===== config.mk =====
export PLATFORM = sky130hd
export DESIGN_NAME = instr_source_seq
export DESIGN_NICKNAME = d
export VERILOG_FILES = /design/src/rtl/instr_source_seq.sv
export SDC_FILE = /design/constraint.sdc
export NUM_CORES = 1
export LEC_CHECK = 0
export CAP_MARGIN = 10
export CORE_MARGIN = 3
export CORE_UTILIZATION = 40
export CTS_CLUSTER_DIAMETER = 40
export DETAILED_ROUTE_END_ITERATION = 10
export PLACE_DENSITY = 0.81
export SLEW_MARGIN = 5
export SYNTH_ARGS = -nofsm -noshare
export SYNTH_HDL_FRONTEND = slang
export SYNTH_SLANG_ARGS = --single-unit
export TNS_END_PERCENT = 5

===== constraint.sdc =====
create_clock -name clk -period 1.9 [get_ports clk]
set_clock_uncertainty 0.15 [all_clocks]
set_input_delay 0.38 -clock clk [delete_from_list [all_inputs] [get_ports clk]]
set_output_delay 0.38 -clock clk [all_outputs]
set_load 0.005 [all_outputs]

===== src/rtl/instr_source_seq.sv =====
// Instruction source sequencer: passes filtered instructions through a registered output
// stage, or expands ucode-tagged instructions into a run of words read from an external ucode store.
module instr_source_seq #(
    parameter int unsigned WIDTH = 32,
    parameter int unsigned UAW   = 4
) (
    input  logic             clk,
    input  logic             rst,
    input  logic             flush,
    input  logic             filt_valid,
    input  logic [WIDTH-1:0] filt_instr,
    input  logic             filt_ucode,
    input  logic [UAW-1:0]   filt_uaddr,
    input  logic [UAW-1:0]   filt_ulen,
    output logic             filt_ready,
    output logic [UAW-1:0]   ucode_addr,
    input  logic [WIDTH-1:0] ucode_instr,
    output logic             out_valid,
    output logic [WIDTH-1:0] out_instr,
    output logic             out_is_ucode,
    input  logic             out_ready,
    output logic             busy,
    output logic             seq_done
);

    typedef enum logic {
        ST_PASS = 1'b0,
        ST_SEQ  = 1'b1
    } state_e;

    state_e           state_q, state_d;
    logic             out_valid_q, out_valid_d;
    logic [WIDTH-1:0] out_instr_q, out_instr_d;
    logic             out_is_ucode_q, out_is_ucode_d;
    logic [UAW-1:0]   uaddr_q, uaddr_d;
    logic [UAW-1:0]   remaining_q, remaining_d;
    logic             seq_done_q, seq_done_d;

    logic ld;
    logic accept;
    logic trigger;

    // Output stage may load when empty or when its current word is being taken.
    assign ld      = !out_valid_q || out_ready;
    assign accept  = (state_q == ST_PASS) && ld && !flush && filt_valid;
    assign trigger = accept && filt_ucode && (filt_ulen != '0);

    // Next-state and output-stage update; flush overrides everything.
    always_comb begin
        state_d        = state_q;
        out_valid_d    = out_valid_q;
        out_instr_d    = out_instr_q;
        out_is_ucode_d = out_is_ucode_q;
        uaddr_d        = uaddr_q;
        remaining_d    = remaining_q;
        seq_done_d     = 1'b0;

        if (flush) begin
            state_d     = ST_PASS;
            out_valid_d = 1'b0;
            remaining_d = '0;
        end else begin
            unique case (state_q)
                ST_PASS: begin
                    if (ld) begin
                        if (trigger) begin
                            // Trigger word is consumed without producing output.
                            state_d     = ST_SEQ;
                            uaddr_d     = filt_uaddr;
                            remaining_d = filt_ulen;
                            out_valid_d = 1'b0;
                        end else if (accept) begin
                            out_valid_d    = 1'b1;
                            out_instr_d    = filt_instr;
                            out_is_ucode_d = 1'b0;
                        end else begin
                            out_valid_d = 1'b0;
                        end
                    end
                end
                ST_SEQ: begin
                    if (ld) begin
                        out_valid_d    = 1'b1;
                        out_instr_d    = ucode_instr;
                        out_is_ucode_d = 1'b1;
                        uaddr_d        = uaddr_q + UAW'(1);
                        remaining_d    = remaining_q - UAW'(1);
                        if (remaining_q == UAW'(1)) begin
                            state_d    = ST_PASS;
                            seq_done_d = 1'b1;
                        end
                    end
                end
                default: begin
                    state_d = ST_PASS;
                end
            endcase
        end
    end

    always_ff @(posedge clk or posedge rst) begin
        if (rst) begin
            state_q        <= ST_PASS;
            out_valid_q    <= 1'b0;
            out_instr_q    <= '0;
            out_is_ucode_q <= 1'b0;
            uaddr_q        <= '0;
            remaining_q    <= '0;
            seq_done_q     <= 1'b0;
        end else begin
            state_q        <= state_d;
            out_valid_q    <= out_valid_d;
            out_instr_q    <= out_instr_d;
            out_is_ucode_q <= out_is_ucode_d;
            uaddr_q        <= uaddr_d;
            remaining_q    <= remaining_d;
            seq_done_q     <= seq_done_d;
        end
    end

    // filt_ready is a same-cycle handshake term; it is forced low while reset is held.
    assign filt_ready   = !rst && (state_q == ST_PASS) && ld && !flush;
    assign ucode_addr   = uaddr_q;
    assign out_valid    = out_valid_q;
    assign out_instr    = out_instr_q;
    assign out_is_ucode = out_is_ucode_q;
    assign busy         = (state_q == ST_SEQ);
    assign seq_done     = seq_done_q;

endmodule

### Word-level counts from Yosys, hierarchy flattened

Cells that the tools add are included.

| operators by class | value |
|---|---|
| add/sub/neg operators | 2 |
| multipliers | 0 |
| div/mod/pow operators | 0 |
| magnitude comparators | 0 |
| eq/ne operators | 9 |
| shift operators | 0 |
| muxes and demuxes | 34 |
| bitwise operators | 2 |
| reduce and logical (&&, ||, !) cells | 17 |

Operators by type and width:

| operator | count |
|---|---|
| 32-bit 2-to-1 mux | 4 |
| 32-bit one-hot mux with 2 select lines | 1 |
| 4-bit 2-to-1 mux | 7 |
| 1-bit 2-to-1 mux | 17 |
| 4-bit one-hot mux with 2 select lines | 2 |
| 1-bit logical AND | 8 |
| 2-bit != test, second input constant | 4 |
| 3-bit != test, second input constant | 2 |
| 1-bit one-hot mux with 2 select lines | 3 |
| 5-bit AND reduction | 1 |
| 4-bit by 1-bit adder with 4-bit output, second input constant | 1 |
| 4-bit by 1-bit == test with 1-bit output, second input constant | 1 |
| 4-bit AND reduction | 1 |
| 4-bit nonzero test | 1 |
| 4-bit by 1-bit subtractor with 4-bit output, second input constant | 1 |
| 1-bit logical NOT | 3 |
| 3-bit by 2-bit != test with 1-bit output, second input constant | 1 |
| 3-bit AND reduction | 1 |
| 2-bit by 1-bit != test with 1-bit output, second input constant | 1 |
| 1-bit NOT | 2 |
| 2-bit AND reduction | 1 |
| 1-bit logical OR | 1 |

| word-level totals | value |
|---|---|
| register bits after elaboration | 44 |
| bits in latches | 0 |
| RAM bits | 0 |
| memory bits (read-only) | 0 |
| input port bits | 78 |
| output and inout port bits | 41 |
| logic and storage cells | 71 |
| memories | 0 |

### Depth between registers and ports, before layout

Gate-level depths: netlist of the first run.

| depth | value |
|---|---|
| depth in word-level cells | 11 |
| mapped depth | 6 |
| mapped depth without buffers | 5 |

### Least setup slack after synthesis of the first run

OpenSTA, ideal clock, no wires.

| timing path | value |
|---|---|
| path type | in2reg |
| start | in filt_ulen[2] |
| end | reg out_instr_q[20] (netlist: out_instr[20]) |
| library setup time | 0.137 ns |
| data arrival time | 1.398 ns |
| required time | 1.613 ns |
| setup slack | 0.215 ns |
| cell stages on the path | 5 |
| cell sequence | o41ai_2 nand4_1 buf_6 o22ai_1 a21oi_1 |

| on the way | value |
|---|---|
| cells in the longest elaborated chain, start to end | 4 |

RTL lines:

| item | line | text |
|---|---|---|
| start: declaration | 14 | `input logic [UAW-1:0] filt_ulen,` |
| 4-bit nonzero test | 46 | `assign trigger = accept && filt_ucode && (filt_ulen != '0);` |
| 1-bit logical AND | 46 |  |
| 2-bit != test (no source line) | -- |  |
| 5-bit AND reduction (no source line) | -- |  |
| end signal: assignment | 113 | `out_instr_q <= out_instr_d;` |
| end: declaration | 33 | `logic [WIDTH-1:0] out_instr_q, out_instr_d;` |

Every way passes these cells.
A chain may end at the register's enable or synchronous reset.

### Worst setup path after layout of the first run

| timing path | value |
|---|---|
| start | in flush |
| end | out filt_ready |

| on the way | value |
|---|---|
| cells in the longest elaborated chain, start to end | 2 |

RTL lines:

| item | line | text |
|---|---|---|
| start: declaration | 9 | `input logic flush,` |
| 1-bit logical NOT | 122 | `assign filt_ready = !rst && (state_q == ST_PASS) && ld && !flush;` |
| 1-bit logical AND | 122 |  |
| end: declaration | 15 | `output logic filt_ready,` |

Every way passes these cells.

==> key figures, run 1 <==
Status
  • Status: completed

Die
  • I/O Pins: roughly 120
  • Starting Density: 43.0%
  • Row cnt: 26
  • Die Height: 81.7 um
  • Core area: approximately 0.0053 sq mm
  • Die X: a little over 80 um
  • Area of the die: ~0.0067 sq mm

Final layout
  • Share of the core filled with cells: between 70% and 80%
  • Fillers: between 400 and 500
  • Synthesis-to-layout area growth: 66.9%
  • Layout cell share with drive strength beyond 1: 13.2%
  • Final nets: 451
  • N_diodes: 0
  • Sequential Area: around 0.0011 sq mm
  • Area of the multi-input gates: 0.00105 sq mm

Clocking
  • CTS Buf Count: 5
  • CTS root buffer: clkbuf_8
  • Worst-skew pair later-pin latency: roughly 0.3 ns
  • TritonCTS clock tree: yes
  • Clock Tree Buf Depth: 2
  • Sink Count: between 40 and 50
  • CTS clk-pin slew, worst paths: roughly 0.080 ns
  • H-tree depth: 2

Worst setup path
  • Crit path capture type: primary output
  • Family with the most delay on the worst path: buffers and inverters
  • Worst Path Class, Setup: in2out
  • Largest stage delay, worst path: 0.45 ns
  • WP buf/inv: 2
  • Maximum fanout along the worst path: 2
  • Reg2reg path depth: 6
  • Critical path arrival: roughly 1.3 ns
  • CP Cell Sequence: clkdlybuf4s50_1, nor4_2, buf_2
  • Worst path required time: ~1.4 ns
  • CP startpoint kind: input port
  • CP max-delay cell: clkdlybuf4s50_1
  • Crit path depth: 3

Synth
  • Post-synthesis sequential area ratio: approximately 48%
  • Most common cell in the netlist: o22ai_1
  • Post-synth EDFFs: 0
  • Async set-or-reset flop fraction in the synthesized netlist: 100%
  • Dominant synthesized flop cell: dfrtp_1
  • Commonest cells in the netlist: 61 x o22ai_1, 44 x dfrtp_1, 36 x a21oi_1
  • Total number of yosys warnings: 0
  • FF+latch count, synth: between 40 and 50
  • Avg Inst Size Synth: ~9.7 sq um
  • Distinct cells, synth: 37
  • Cell count after synthesis: between 200 and 250
  • Area leader, netlist: dfrtp_1
  • Yosys top cell area share: 48.0%
  • Top post-synthesis cells by area: dfrtp_1 48%, o22ai_1 17%, a21oi_1 7.9%, clkbuf_1 1.8%, ha_1 1.6%
  • Mapped cell area: roughly 0.0023 sq mm
  • Synth Net Count: between 300 and 400

STA
  • Max Fclk: roughly 540 MHz
  • Setup Viol. Count Final: 0
  • Slew Limit Fails: 0
  • Fin crit period: between 1.5 and 2 ns
  • Slew headroom: between 70% and 80%
  • Final worst slack: roughly 0.04 ns
  • RSZ-0062 raised after global routing: no
  • Period Utilization, post-route: between 90% and 100%
  • Final Hold Viols: 0
  • Worst-Margin Slew: approximately 0.35 ns

Detailed routing
  • Routed wire length per instance: 17.8 um
  • Vias per cell: 5.84
  • DR DRC count: 0
  • Via count: 2568
  • Pre-antenna DRT Iters: 4
  • Detailed-route wire length: approximately 7.8 mm
  • ANT nets after route: 0
  • Initial drt markers: around 160

Global routing
  • Total grt overflow: 0
  • Initial antenna violation count: 0
  • Pin count of the biggest net entering global routing: 45
  • All-Layer GR Usage: around a quarter
  • First-pass GRT wire length: between 10 and 15 mm
  • Vias in the first global route: about 2.5k

Placement
  • Buffers on Ports: ~120
  • Place WS: -0.411 ns
  • Detailed Place HPWL: 5.62 mm
  • Routability congestion estimate: roughly 0.86

Hold path
  • Hold path cells: 2
  • Worst min path class: reg2reg

Power and ir drop
  • Final Power: approximately 0.0034 W
  • Pleak: 1.54 nW
  • Power per cell area: approximately 890 mW/mm^2
  • Peak VDD IR: just over 0.5 mV

Flow run
  • Max-cap violations: 0
==> logic make-up (layout without fill, tap and decap cells) <==
| logic type | count (synthesis) | after routing | share of synthesized area [%] |
|---|---|---|---|
| compound gates | 122 | 122 | 33.7 |
| flops | 44 | 44 | 48.0 |
| simple gates | 42 | 42 | 9.83 |
| buf+inv | 26 | 159 | 6.82 |
| fa+ha+maj | 3 | 3 | 1.64 |
==> worst paths after layout <==
| path | slack [ns] | startpoint | to |
|---|---|---|---|
| max in group asynchronous | 0.95 | rst | ucode_addr[0] |
| max | 0.04 | flush | filt_ready |
| min in group asynchronous | 0.43 | rst | seq_done |
| min | 0.35 | out_is_ucode | out_is_ucode |
| max reg2reg | 0.19 | busy | ucode_addr[0] |
| min reg2reg | 0.35 | out_is_ucode | out_is_ucode |
==> flip-flops by register name, summed over array words and instances, names as in the netlist <==
signal,count
out_instr,32
remaining_q,4
ucode_addr,4
busy,1
out_is_ucode,1
out_valid,1
seq_done,1
==> placed cells by master (no fill, tap or decap), drive strengths merged, types with 3 or more instances in the layout <==
master           n
nand2b           4
o31ai            3
inv              5
nor2             9
o22ai           61
a2bb2oi          3
nor4             3
a21oi           36
clkbuf           5
clkdlybuf4s50  113
o21ai            6
nor3             4
o221a            3
dlygate4sd2      4
nand3            3
nand4            3
ha               3
nand2            7
buf             30
dfrtp           44
==> metal layers <==
metal  vias to the layer above  global-route usage, %  share of wire [%]
met3                        19                   6.36                8.4
met5                         -                      0                  0
met1                      1217                   28.5                 40
met4                         0                   8.97                2.6
li1                       1201                      -                  -
met2                       131                   40.9                 49
==> report_power, final <==
part / total [W] / switching (W) / internal [W]
Combinational: 0.00123 / 0.000441 / 0.000792
Clock: 0.000847 / 0.000329 / 0.000518
Sequential: 0.00133 / 0.000187 / 0.00115
Total: 0.00341 / 0.000956 / 0.00246
==> metrics by stage <==
stage | std cells | instance area (sq um) | hold slack, ns | TNS, ns
2_1_floorplan | 237 | 2290 | 0.318 | 0
3_3_place_gp | 432 | 3670 | 0.310 | -10.64
3_5_place_dp | 432 | 3670 | 0.331 | -12.43
4_1_cts | 440 | 3820 | 0.352 | 0
5_1_grt | 440 | 3820 | 0.372 | 0
6_report | 440 | 3820 | 0.348 | 0
==> final cells by class <==
class	count	area share (%)
Clock inverter	2	1.57
Timing Repair Buffer	147	37.6
Sequential cell	44	28.8
Inverter	5	0.491
Multi-Input combinational cell	167	27.4
Clock buffer	5	1.80
Tap cell	70	2.29
==> tightest hold or removal path: stages (launching register included) <==
cell	delay [ns]
dfrtp_1	0.36
nand2_1	0.05
nand2_1	0.06
==> what timing repair did <==
item                       CTS  global route
pin swaps                    3             0
setup endpoints to repair   10             3
buffers inserted             1             0
resized for setup           11             3
hold buffers                 0             0
(Power assumes the default switching activity.)
==> run 2, diff against run 1 <==
- CAP_MARGIN: 10 -> default
- CORE_MARGIN: 3 -> default
==> run 2 against run 1 <==
  * Sequential power hardly changed
  * Highest routed layer unchanged
  * Non-clock buffer count fell by 7
  * Largest power group unchanged
  * Maximum frequency down 0.15%
  * Setup slack got worse by 0.0027 ns
  * Global-route usage shrank 0.13 points
  * Cell area is 2.4% lower
  * Wire length fell by 11%
==> key figures, run 2 (synthesized netlist as in run 1, its figures left out) <==
Final layout
  • Share of the core filled with cells: between 60 and 70%
  • Most common cell after layout, fill and taps aside: clkdlybuf4s50_1
  • N_diodes: 0
  • Fillers: between 400 and 500
  • Final nets: ~440
  • Largest register FFs: 32
  • Most frequent cells in the layout: 113 x clkdlybuf4s50_1, 61 x o22ai_1, 44 x dfrtp_1, 36 x a21oi_1, 17 x buf_4
  • Layout cell share with drive strength beyond 1: between 10% and 20%
  • Synthesis-to-layout area growth: 62.9%

Clocking
  • CTS root buffer: clkbuf_8
  • Sink Count: between 40 and 50
  • H-tree depth: 2
  • Worst-skew pair later-pin latency: 0.29 ns
  • CTS clk-pin slew, worst paths: around 0.080 ns
  • CTS Buf Count: 5
  • TritonCTS clock tree: yes
  • Clock Tree Buf Depth: 2

Detailed routing
  • ANT nets after route: 0
  • Pre-antenna DRT Iters: 4
  • Routed wire length per instance: between 15 and 20 um
  • Via count: 2475
  • Detailed-route wire length: 6.96 mm
  • Initial drt markers: about 120
  • Vias per cell: ~5.7
  • DR DRC count: 0

Die
  • Die Height: ~78 um
  • Starting Density: roughly two fifths
  • Row cnt: 27
  • I/O Pins: between 100 and 150
  • Core area: roughly 0.0055 sq mm
  • Area of the die: between 0.006 and 0.007 sq mm
  • Die X: approximately 78 um

STA
  • Setup TNS: 0 ns
  • Period Utilization, post-route: a little over nine tenths
  • Worst-Margin Slew: around 0.36 ns
  • Fin crit period: between 1.5 and 2 ns
  • Final Hold Viols: 0
  • Slew headroom: approximately 76%
  • Max Fclk: about 540 MHz
  • Final worst slack: about 0.038 ns
  • Setup Viol. Count Final: 0
  • Slew Limit Fails: 0
  • RSZ-0062 raised after global routing: yes

Power and ir drop
  • Power per cell area: roughly 830 mW/mm^2
  • Cell Int Power: approximately 0.0022 W
  • Sequential power share: between 40% and 50%
  • Clock share of power: between 10% and 20%
  • Peak VDD IR: about 0.47 mV
  • Final Power: 0.00310 W
  • Net switching power: between 0.0009 and 0.001 W
  • Combinational power share: between 30% and 40%
  • Pleak: 1.50 nW
  • Sw frac: between 20% and 30%

Global routing
  • Pin count of the biggest net entering global routing: between 40 and 50
  • Vias in the first global route: about 2.4k
  • Initial antenna violation count: 0
  • All-Layer GR Usage: 23.7%
  • Total grt overflow: 0
  • First-pass GRT wire length: about 11 mm

Placement
  • Detailed Place HPWL: roughly 5 mm
  • Routability congestion estimate: ~0.90
  • Place WS: -0.368 ns
  • Buffers on Ports: 118

Worst setup path
  • Worst path required time: slightly below 2 ns
  • Maximum fanout along the worst path: 4
  • Crit path capture type: flop
  • Worst Path Class, Setup: in2reg
  • Critical path arrival: between 1.5 and 2 ns
  • Reg2reg path depth: 6
  • CP startpoint kind: input port

Status
  • Status: completed

Hold path
  • Worst min path class: reg2reg
  • Hold path cells: 2

Flow run
  • Max-cap violations: 0
-- run 2: cell count changes in the layout (fill, tap and decap cells not counted), sizes merged --
cell,before,now
bufinv,2,0
dlymetal6s2s,0,1
clkdlybuf4s15,0,1
dlygate4sd2,4,3
clkinvlp,0,1
clkinv,0,1
buf,30,22
-- run 2: worst paths after layout --
path	from	end	slack [ns]
worst max-delay path	filt_ulen[3]	ucode_addr[0]	0.04
worst min-delay path	out_is_ucode	out_is_ucode	0.35
worst max register to register	out_valid	out_instr[31]	0.28
worst min register to register	out_is_ucode	out_is_ucode	0.35
max in group asynchronous	rst	out_instr[11]	0.94
min in group asynchronous	rst	seq_done	0.43
-- run 2: metal layers --
metal	part of all wire (%)	wire [um]	vias up	global-route usage (%)
met5	0	0	-	0
met4	0.76	53	0	5.09
met3	8.7	604	7	5.41
met2	49	3410	119	40.5
met1	42	2900	1163	30.5
li1	-	-	1186	-
-- run 2: stage by stage --
stage                     hold WS [ns]  instances  cell area, sq um
after global placement           0.326        427              3620
after global routing             0.395        435              3730
after CTS                        0.362        435              3710
final                            0.354        435              3730
after floorplan                  0.318        237              2290
after detailed placement         0.342        427              3620
-- run 2: power groups by stage --
stage / clock (W) / sequential (W) / combinational (W)
2_1_floorplan: 0 / 0.00134 / 0.000493
3_3_place_gp: 0 / 0.00133 / 0.00118
3_5_place_dp: 0 / 0.00134 / 0.00121
4_1_cts: 0.000579 / 0.00133 / 0.00122
5_1_grt: 0.000625 / 0.00136 / 0.00131
6_report: 0.000563 / 0.00133 / 0.00121
-- run 2: timing repair --
item | 4_1_cts | 5_1_grt
gates resized for setup | 6 | 5
hold buffers | 0 | 0
endpoints found under the hold margin | 0 | 0
setup buffers | 1 | 0
endpoints found under the setup margin | 28 | 6
-- run 2: cell type report --
class	instances	area, sq um	area share, %
clock buffer	5	68.8	1.84
clock inverter	2	12.5	0.335
inverter	5	18.8	0.503
multi-input combinational	167	1050	28.1
sequential	44	1100	29.5
tap	72	90.1	2.41
timing repair buffer	140	1390	37.3
-- run 2: worst max-delay path: stages --
cell and delay (ns):
clkdlybuf4s50_1 0.49, or4_4 0.46, nand4_1 0.22, o22ai_1 0.14
a221oi_2 0.22
